<file path="src/rtl/noc_pkg.sv">
// Shared definitions for the B-tree NoC centre switch: port indices, drop-counter width
// and destination-address extraction from a flit.
package noc_pkg;
  localparam int NUM_PORTS = 4;
  localparam int PORT_W    = 2;
  localparam int TL        = 0;
  localparam int BL        = 1;
  localparam int TR        = 2;
  localparam int BR        = 3;
  localparam int DROP_W    = 8;
  localparam int MAX_DW    = 256;
  localparam int MAX_AW    = 16;

  // Address sits in the top aw bits of a dw-bit flit; callers zero-extend the flit to MAX_DW.
  function automatic logic [MAX_AW-1:0] flit_addr(input logic [MAX_DW-1:0] flit,
                                                  input int dw, input int aw);
    return MAX_AW'(flit >> (dw - aw)) & ((MAX_AW'(1) << aw) - MAX_AW'(1));
  endfunction
endpackage

</file>
<file path="src/rtl/sync_fifo.sv">
// Single-clock FIFO, FifoDepth entries; head is visible combinationally the cycle after a push.
// Push when full and pop when empty are ignored; full/empty come from the registered count.
module sync_fifo #(
  parameter int DataWidth = 36,
  parameter int FifoDepth = 4
) (
  input  logic                         i_clk,
  input  logic                         i_reset,
  input  logic                         i_push,
  input  logic [DataWidth-1:0]         i_data,
  input  logic                         i_pop,
  output logic [DataWidth-1:0]         o_data,
  output logic                         o_full,
  output logic                         o_empty,
  output logic [$clog2(FifoDepth):0]   o_count
);
  localparam int PtrW = $clog2(FifoDepth);

  logic [DataWidth-1:0] r_mem [FifoDepth];
  logic [PtrW-1:0]      r_wptr;
  logic [PtrW-1:0]      r_rptr;
  logic [PtrW:0]        r_count;
  logic                 w_push;
  logic                 w_pop;

  assign o_full  = (r_count == (PtrW+1)'(FifoDepth));
  assign o_empty = (r_count == '0);
  assign w_push  = i_push && !o_full;
  assign w_pop   = i_pop && !o_empty;
  assign o_data  = r_mem[r_rptr];
  assign o_count = r_count;

  always_ff @(posedge i_clk) begin
    if (w_push) r_mem[r_wptr] <= i_data;
  end

  always_ff @(posedge i_clk) begin
    if (i_reset) begin
      r_wptr  <= '0;
      r_rptr  <= '0;
      r_count <= '0;
    end else begin
      if (w_push) r_wptr <= r_wptr + PtrW'(1);
      if (w_pop)  r_rptr <= r_rptr + PtrW'(1);
      case ({w_push, w_pop})
        2'b10:   r_count <= r_count + (PtrW+1)'(1);
        2'b01:   r_count <= r_count - (PtrW+1)'(1);
        default: r_count <= r_count;
      endcase
    end
  end
endmodule

</file>
<file path="src/rtl/centre_quad_switch.sv">
// Four-port buffered crossbar: input FIFO, first-match address decode, round-robin per output,
// registered egress (2 edges ingress-to-egress); a stalled output holds its flit and grants nothing.
module centre_quad_switch
  import noc_pkg::*;
#(
  parameter int DataWidth = 36,
  parameter int AddrWidth = 4,
  parameter int FifoDepth = 4,
  parameter int P0Min = 0, parameter int P0Max = 0,
  parameter int P1Min = 1, parameter int P1Max = 1,
  parameter int P2Min = 2, parameter int P2Max = 2,
  parameter int P3Min = 3, parameter int P3Max = 3
) (
  input  logic                 i_sclk,
  input  logic                 i_reset,
  input  logic [DataWidth-1:0] i_topLeft_data,
  input  logic                 i_topLeft_data_valid,
  output logic                 o_topLeft_data_ready,
  output logic [DataWidth-1:0] o_topLeft_data,
  output logic                 o_topLeft_data_valid,
  input  logic                 i_topLeft_data_ready,
  input  logic [DataWidth-1:0] i_bottomLeft_data,
  input  logic                 i_bottomLeft_data_valid,
  output logic                 o_bottomLeft_data_ready,
  output logic [DataWidth-1:0] o_bottomLeft_data,
  output logic                 o_bottomLeft_data_valid,
  input  logic                 i_bottomLeft_data_ready,
  input  logic [DataWidth-1:0] i_topRight_data,
  input  logic                 i_topRight_data_valid,
  output logic                 o_topRight_data_ready,
  output logic [DataWidth-1:0] o_topRight_data,
  output logic                 o_topRight_data_valid,
  input  logic                 i_topRight_data_ready,
  input  logic [DataWidth-1:0] i_bottomRight_data,
  input  logic                 i_bottomRight_data_valid,
  output logic                 o_bottomRight_data_ready,
  output logic [DataWidth-1:0] o_bottomRight_data,
  output logic                 o_bottomRight_data_valid,
  input  logic                 i_bottomRight_data_ready,
  output logic [DROP_W-1:0]    o_drop_count
);
  localparam int CntW = $clog2(FifoDepth) + 1;
  localparam int PMIN [NUM_PORTS] = '{P0Min, P1Min, P2Min, P3Min};
  localparam int PMAX [NUM_PORTS] = '{P0Max, P1Max, P2Max, P3Max};

  logic [DataWidth-1:0] w_in_dat  [NUM_PORTS];
  logic [DataWidth-1:0] w_head    [NUM_PORTS];
  logic [AddrWidth-1:0] w_addr    [NUM_PORTS];
  logic [CntW-1:0]      w_count   [NUM_PORTS];
  logic [PORT_W-1:0]    w_dest    [NUM_PORTS];
  logic [PORT_W-1:0]    w_gnt_idx [NUM_PORTS];
  logic [NUM_PORTS-1:0] w_in_vld, w_in_rdy, w_out_rdy, w_push, w_pop;
  logic [NUM_PORTS-1:0] w_full, w_empty, w_route_ok, w_req, w_drop, w_load, w_gnt_vld;
  logic [DROP_W:0]      w_drop_sum;

  logic [DataWidth-1:0] r_out_dat [NUM_PORTS];
  logic [PORT_W-1:0]    r_ptr     [NUM_PORTS];
  logic [NUM_PORTS-1:0] r_out_vld;
  logic [DROP_W-1:0]    r_drop_cnt;

  assign w_in_dat[TL] = i_topLeft_data;
  assign w_in_dat[BL] = i_bottomLeft_data;
  assign w_in_dat[TR] = i_topRight_data;
  assign w_in_dat[BR] = i_bottomRight_data;
  assign w_in_vld  = {i_bottomRight_data_valid, i_topRight_data_valid,
                      i_bottomLeft_data_valid, i_topLeft_data_valid};
  assign w_out_rdy = {i_bottomRight_data_ready, i_topRight_data_ready,
                      i_bottomLeft_data_ready, i_topLeft_data_ready};

  assign o_topLeft_data_ready     = w_in_rdy[TL];
  assign o_bottomLeft_data_ready  = w_in_rdy[BL];
  assign o_topRight_data_ready    = w_in_rdy[TR];
  assign o_bottomRight_data_ready = w_in_rdy[BR];
  assign o_topLeft_data           = r_out_dat[TL];
  assign o_bottomLeft_data        = r_out_dat[BL];
  assign o_topRight_data          = r_out_dat[TR];
  assign o_bottomRight_data       = r_out_dat[BR];
  assign o_topLeft_data_valid     = r_out_vld[TL];
  assign o_bottomLeft_data_valid  = r_out_vld[BL];
  assign o_topRight_data_valid    = r_out_vld[TR];
  assign o_bottomRight_data_valid = r_out_vld[BR];
  assign o_drop_count             = r_drop_cnt;

  for (genvar g = 0; g < NUM_PORTS; g++) begin : g_in
    // Ready is gated by reset so nothing is accepted while the switch is being cleared.
    assign w_in_rdy[g] = !w_full[g] && !i_reset;
    assign w_push[g]   = w_in_vld[g] && w_in_rdy[g];
    assign w_addr[g]   = AddrWidth'(flit_addr(MAX_DW'(w_head[g]), DataWidth, AddrWidth));

    sync_fifo #(.DataWidth(DataWidth), .FifoDepth(FifoDepth)) u_fifo (
      .i_clk   (i_sclk),
      .i_reset (i_reset),
      .i_push  (w_push[g]),
      .i_data  (w_in_dat[g]),
      .i_pop   (w_pop[g]),
      .o_data  (w_head[g]),
      .o_full  (w_full[g]),
      .o_empty (w_empty[g]),
      .o_count (w_count[g])
    );

    a_count_bound: assert property (@(posedge i_sclk) disable iff (i_reset)
      w_full[g] == (w_count[g] == CntW'(FifoDepth)));
  end

  // Ranges are scanned high-to-low so the lowest matching port is the last writer and wins.
  always_comb begin
    for (int i = 0; i < NUM_PORTS; i++) begin
      w_route_ok[i] = 1'b0;
      w_dest[i]     = '0;
      for (int p = NUM_PORTS - 1; p >= 0; p--) begin
        if (int'(w_addr[i]) >= PMIN[p] && int'(w_addr[i]) <= PMAX[p]) begin
          w_route_ok[i] = 1'b1;
          w_dest[i]     = PORT_W'(p);
        end
      end
      w_req[i]  = !w_empty[i] && w_route_ok[i];
      w_drop[i] = !w_empty[i] && !w_route_ok[i];
    end
  end

  always_comb begin
    logic [PORT_W-1:0] v_idx;
    v_idx = '0;
    for (int o = 0; o < NUM_PORTS; o++) begin
      w_load[o]    = !r_out_vld[o] || w_out_rdy[o];
      w_gnt_vld[o] = 1'b0;
      w_gnt_idx[o] = '0;
      if (w_load[o]) begin
        for (int k = NUM_PORTS - 1; k >= 0; k--) begin
          v_idx = r_ptr[o] + PORT_W'(k);
          if (w_req[v_idx] && w_dest[v_idx] == PORT_W'(o)) begin
            w_gnt_vld[o] = 1'b1;
            w_gnt_idx[o] = v_idx;
          end
        end
      end
    end
  end

  always_comb begin
    for (int i = 0; i < NUM_PORTS; i++) begin
      w_pop[i] = w_drop[i];
      for (int o = 0; o < NUM_PORTS; o++) begin
        if (w_gnt_vld[o] && w_gnt_idx[o] == PORT_W'(i)) w_pop[i] = 1'b1;
      end
    end
  end

  assign w_drop_sum = {1'b0, r_drop_cnt} + (DROP_W+1)'($countones(w_drop));

  always_ff @(posedge i_sclk) begin
    if (i_reset) begin
      r_out_vld  <= '0;
      r_drop_cnt <= '0;
      for (int o = 0; o < NUM_PORTS; o++) begin
        r_out_dat[o] <= '0;
        r_ptr[o]     <= '0;
      end
    end else begin
      r_drop_cnt <= w_drop_sum[DROP_W] ? '1 : w_drop_sum[DROP_W-1:0];
      for (int o = 0; o < NUM_PORTS; o++) begin
        if (w_load[o]) begin
          r_out_vld[o] <= w_gnt_vld[o];
          if (w_gnt_vld[o]) begin
            r_out_dat[o] <= w_head[w_gnt_idx[o]];
            r_ptr[o]     <= w_gnt_idx[o] + PORT_W'(1);
          end
        end
      end
    end
  end
endmodule

</file>
<file path="config.mk">
export PLATFORM = sky130hd
export DESIGN_NAME = centre_quad_switch
export DESIGN_NICKNAME = d
export VERILOG_FILES = /design/src/rtl/noc_pkg.sv /design/src/rtl/sync_fifo.sv /design/src/rtl/centre_quad_switch.sv
export SDC_FILE = /design/constraint.sdc
export NUM_CORES = 1
export LEC_CHECK = 0
export ABC_AREA = 0
export BUFFER_PORTS_ARGS = -buffer_cell sky130_fd_sc_hd__buf_4
export CORE_MARGIN = 8
export CORE_UTILIZATION = 50
export DETAILED_ROUTE_END_ITERATION = 7
export PLACE_DENSITY = 0.81
export SYNTH_ARGS = -nofsm -noshare
export SYNTH_HDL_FRONTEND = slang
export SYNTH_HIERARCHICAL = 1
export SYNTH_SLANG_ARGS = --single-unit
</file>
<file path="constraint.sdc">
create_clock -name i_sclk -period 9.9 [get_ports i_sclk]
set_input_delay 0.99 -clock i_sclk [delete_from_list [all_inputs] [get_ports i_sclk]]
set_output_delay 0.99 -clock i_sclk [all_outputs]
set_load 0.02 [all_outputs]
</file>
==> impl_metrics.env <==
export IMPL_critical_path_required_ns=10.43
export IMPL_htreeDepth=3
export IMPL_synth_seq_cells=776
export IMPL_async_flop_share=0
export IMPL_synth_edff_count=728
export IMPL_grt_pass1_vias=19095
export IMPL_max_freq_ghz=0.178
export IMPL_vias=18945
export IMPL_post_cts_buffers=0
export IMPL_cts_max_path_buffers=3
export IMPL_ant_nets=0
export IMPL_cts_tree="yes"
export IMPL_drtIter0Drc=1943
export IMPL_critPathMaxFanout=36
export IMPL_pre_cts_slack_ns=4.29
export IMPL_final_core_util=0.584
export IMPL_antenna_found_initial=19
export IMPL_crit_type="register to register"
export IMPL_syn2layout_area_growth_pct=16.5
export IMPL_end_kind="register"
export IMPL_fin_setup_tns_ns=0
export IMPL_p_leak_uw=0.0128
export IMPL_post_cts_resized=0
export IMPL_grt_max_degree=62
export IMPL_gp_congestion=0.900
export IMPL_fp_row_count=95
export IMPL_wirelength_um=90800
export IMPL_worstMarginPinSlew_ns=1.28
export IMPL_vias_per_cell=6.15
export IMPL_pwr_density_cell_nw_per_um2=211
export IMPL_period_minus_slack_ns=5.62
export IMPL_port_buffers=313
export IMPL_fillers=4787
export IMPL_layout_common_cells="edfxtp_1 (728), buf_4 (334), mux2i_1 (260)"
export IMPL_fin_ws_ns=4.28
export IMPL_die_h_um=275
export IMPL_pin_count=314
export IMPL_first_pass_iters=7
export IMPL_hold_path_class="register to register"
export IMPL_dr_wl_met2_um=45900
export IMPL_route_detailed_wl_per_inst_um=29.4
export IMPL_finalHoldViolCount=0
export IMPL_cts_sinks=776
export IMPL_maxCapViolCount=0
export IMPL_grt_ovfl_total=0
export IMPL_setup_viol=0
export IMPL_netlist_area_um2=33400
export IMPL_start_kind="register"
export IMPL_grt_pass1_wl_um=130000
export IMPL_grt_usage=0.236
export IMPL_yosysWarnings=6
export IMPL_fin_nets=2327
export IMPL_max_slew_margin=0.144
export IMPL_hold_buffers=0
export IMPL_grt_setup_unrepaired="no"
export IMPL_drc_errors=0
export IMPL_cts_root_buf="clkbuf_16"
export IMPL_wl_met3_um=8260
export IMPL_initial_utilization=0.501
export IMPL_finClkSkew_ns=0.0447
export IMPL_dp_hpwl_um=61700
export IMPL_outcome="finished clean"
export IMPL_cp_data_arrival_time_ns=6.16
export IMPL_die_x_um=275
export IMPL_design_core_area_um2=66700
export IMPL_cts_made_buffers=79
export IMPL_peakVddDrop_mv=0.133
export IMPL_syn_inst=1796
export IMPL_seq_area_frac_synth=0.683
export IMPL_final_common_cell="edfxtp_1"
export IMPL_synth_avg_cell_area_um2=18.6
export IMPL_dieArea_um2=75400
export IMPL_fin_crit_sh=0.568
export IMPL_highest_layer="met5"
export IMPL_timing_final_max_slew_violations=0
export IMPL_drive_gt1_frac=0.310
export IMPL_synth_cell_types=78
export IMPL_synth_flop_cell="edfxtp_1"
export IMPL_m1WireLength_um=32900
export IMPL_clk_pin_slew_ns=0.06
export IMPL_clock_latency_ns=0.65
layout make-up:
type / count / area (um2) / share of cell area
multi-input cells: 881 / 9580 / 0.246
clock inverters: 46 / 578 / 0.0148
repair buffers: 334 / 2510 / 0.0644
clock buffers: 102 / 2120 / 0.0543
flip-flops and latches: 776 / 22800 / 0.586
inverters: 57 / 214 / 0.00549
well taps: 873 / 1090 / 0.0280
diodes: 13 / 32.5 / 0.000835
sequential cells by signal (all words and copies together), names as in the netlist, named ones only:
name                 flops
g_in.u_fifo/o_count     12
g_in.u_fifo/r_mem      576
g_in.u_fifo/r_rptr       8
g_in.u_fifo/r_wptr       8
o_drop_count             8
r_out_dat              144
r_out_vld                4
r_ptr                    8
path summary, 6_finish.rpt:
kind         slack (ns)                        end                      from  cells after the start
min reg2reg        0.49                   register  g_in[2].u_fifo/r_rptr[1]                      2
max reg2reg        4.28  g_in[0].u_fifo/o_count[2]                  register                     17
min                0.49                   register  g_in[2].u_fifo/r_rptr[1]                      2
max                4.28  g_in[0].u_fifo/o_count[2]                  register                     17
per-stage QoR:
stage               power [uW]  hold slack (ns)  instances  area, um2
global placement          5170            0.460       2921      36200
floorplan                 4750            0.459       1807      33500
CTS                       8260            0.497       3069      38900
global route              8480            0.532       3077      38900
finish                    8230            0.494       3082      39000
detailed placement        5210            0.487       2921      36200
synthesized netlist by cell type (all sizes together), types with 10 or more instances:
cell	n	share of area
a21oi	38	0.0060
and2	29	0.0054
buf	83	0.026
clkbuf	10	0.0015
dfxtp	48	0.029
edfxtp	728	0.65
ha	37	0.014
inv	57	0.0064
mux2i	260	0.078
mux4	144	0.10
nand2	24	0.0028
nand2b	14	0.0026
nor2	46	0.0052
nor3	15	0.0031
o21ai	19	0.0031
o22ai	129	0.030
or3	12	0.0022
xor2	15	0.0039
worst max-delay path, stage by stage (launching register included):
cell,delay (ns)
dfxtp_2,0.31
buf_4,0.53
mux4_1,0.74
nor4_2,0.77
nand2_1,0.26
a21oi_4,0.66
inv_1,0.15
ha_1,0.24
a222oi_1,0.35
nand2_1,0.23
o31ai_2,0.14
inv_1,0.08
ha_1,0.21
inv_1,0.08
fa_1,0.17
xor2_1,0.07
or3_1,0.32
a21oi_1,0.18
report_power, final:
group / total, uW / internal [uW] / switching, uW
sequential: 3890 / 3790 / 94.9
combinational: 1270 / 486 / 781
clock: 3070 / 1810 / 1260
per-layer routing:
| metal | GRT usage | vias to the layer above |
|---|---|---|
| met5 | 0 | - |
| met4 | 0.0981 | 12 |
| met3 | 0.0477 | 181 |
| met2 | 0.403 | 1028 |
| met1 | 0.294 | 9761 |
| li1 | - | 7963 |
logic make-up after synthesis:
group	Yosys count	synth area share
DFF	776	0.683
muxes	404	0.178
and+or+nand+nor	183	0.0329
xor gates and xnor gates	16	0.00419
AOI/OAI and AO/OA	222	0.0512
adders and majority gates	44	0.0180
buffers and inverters	150	0.0335
other	1	0.000112
Note: power is estimated with default switching activity, not from simulation.
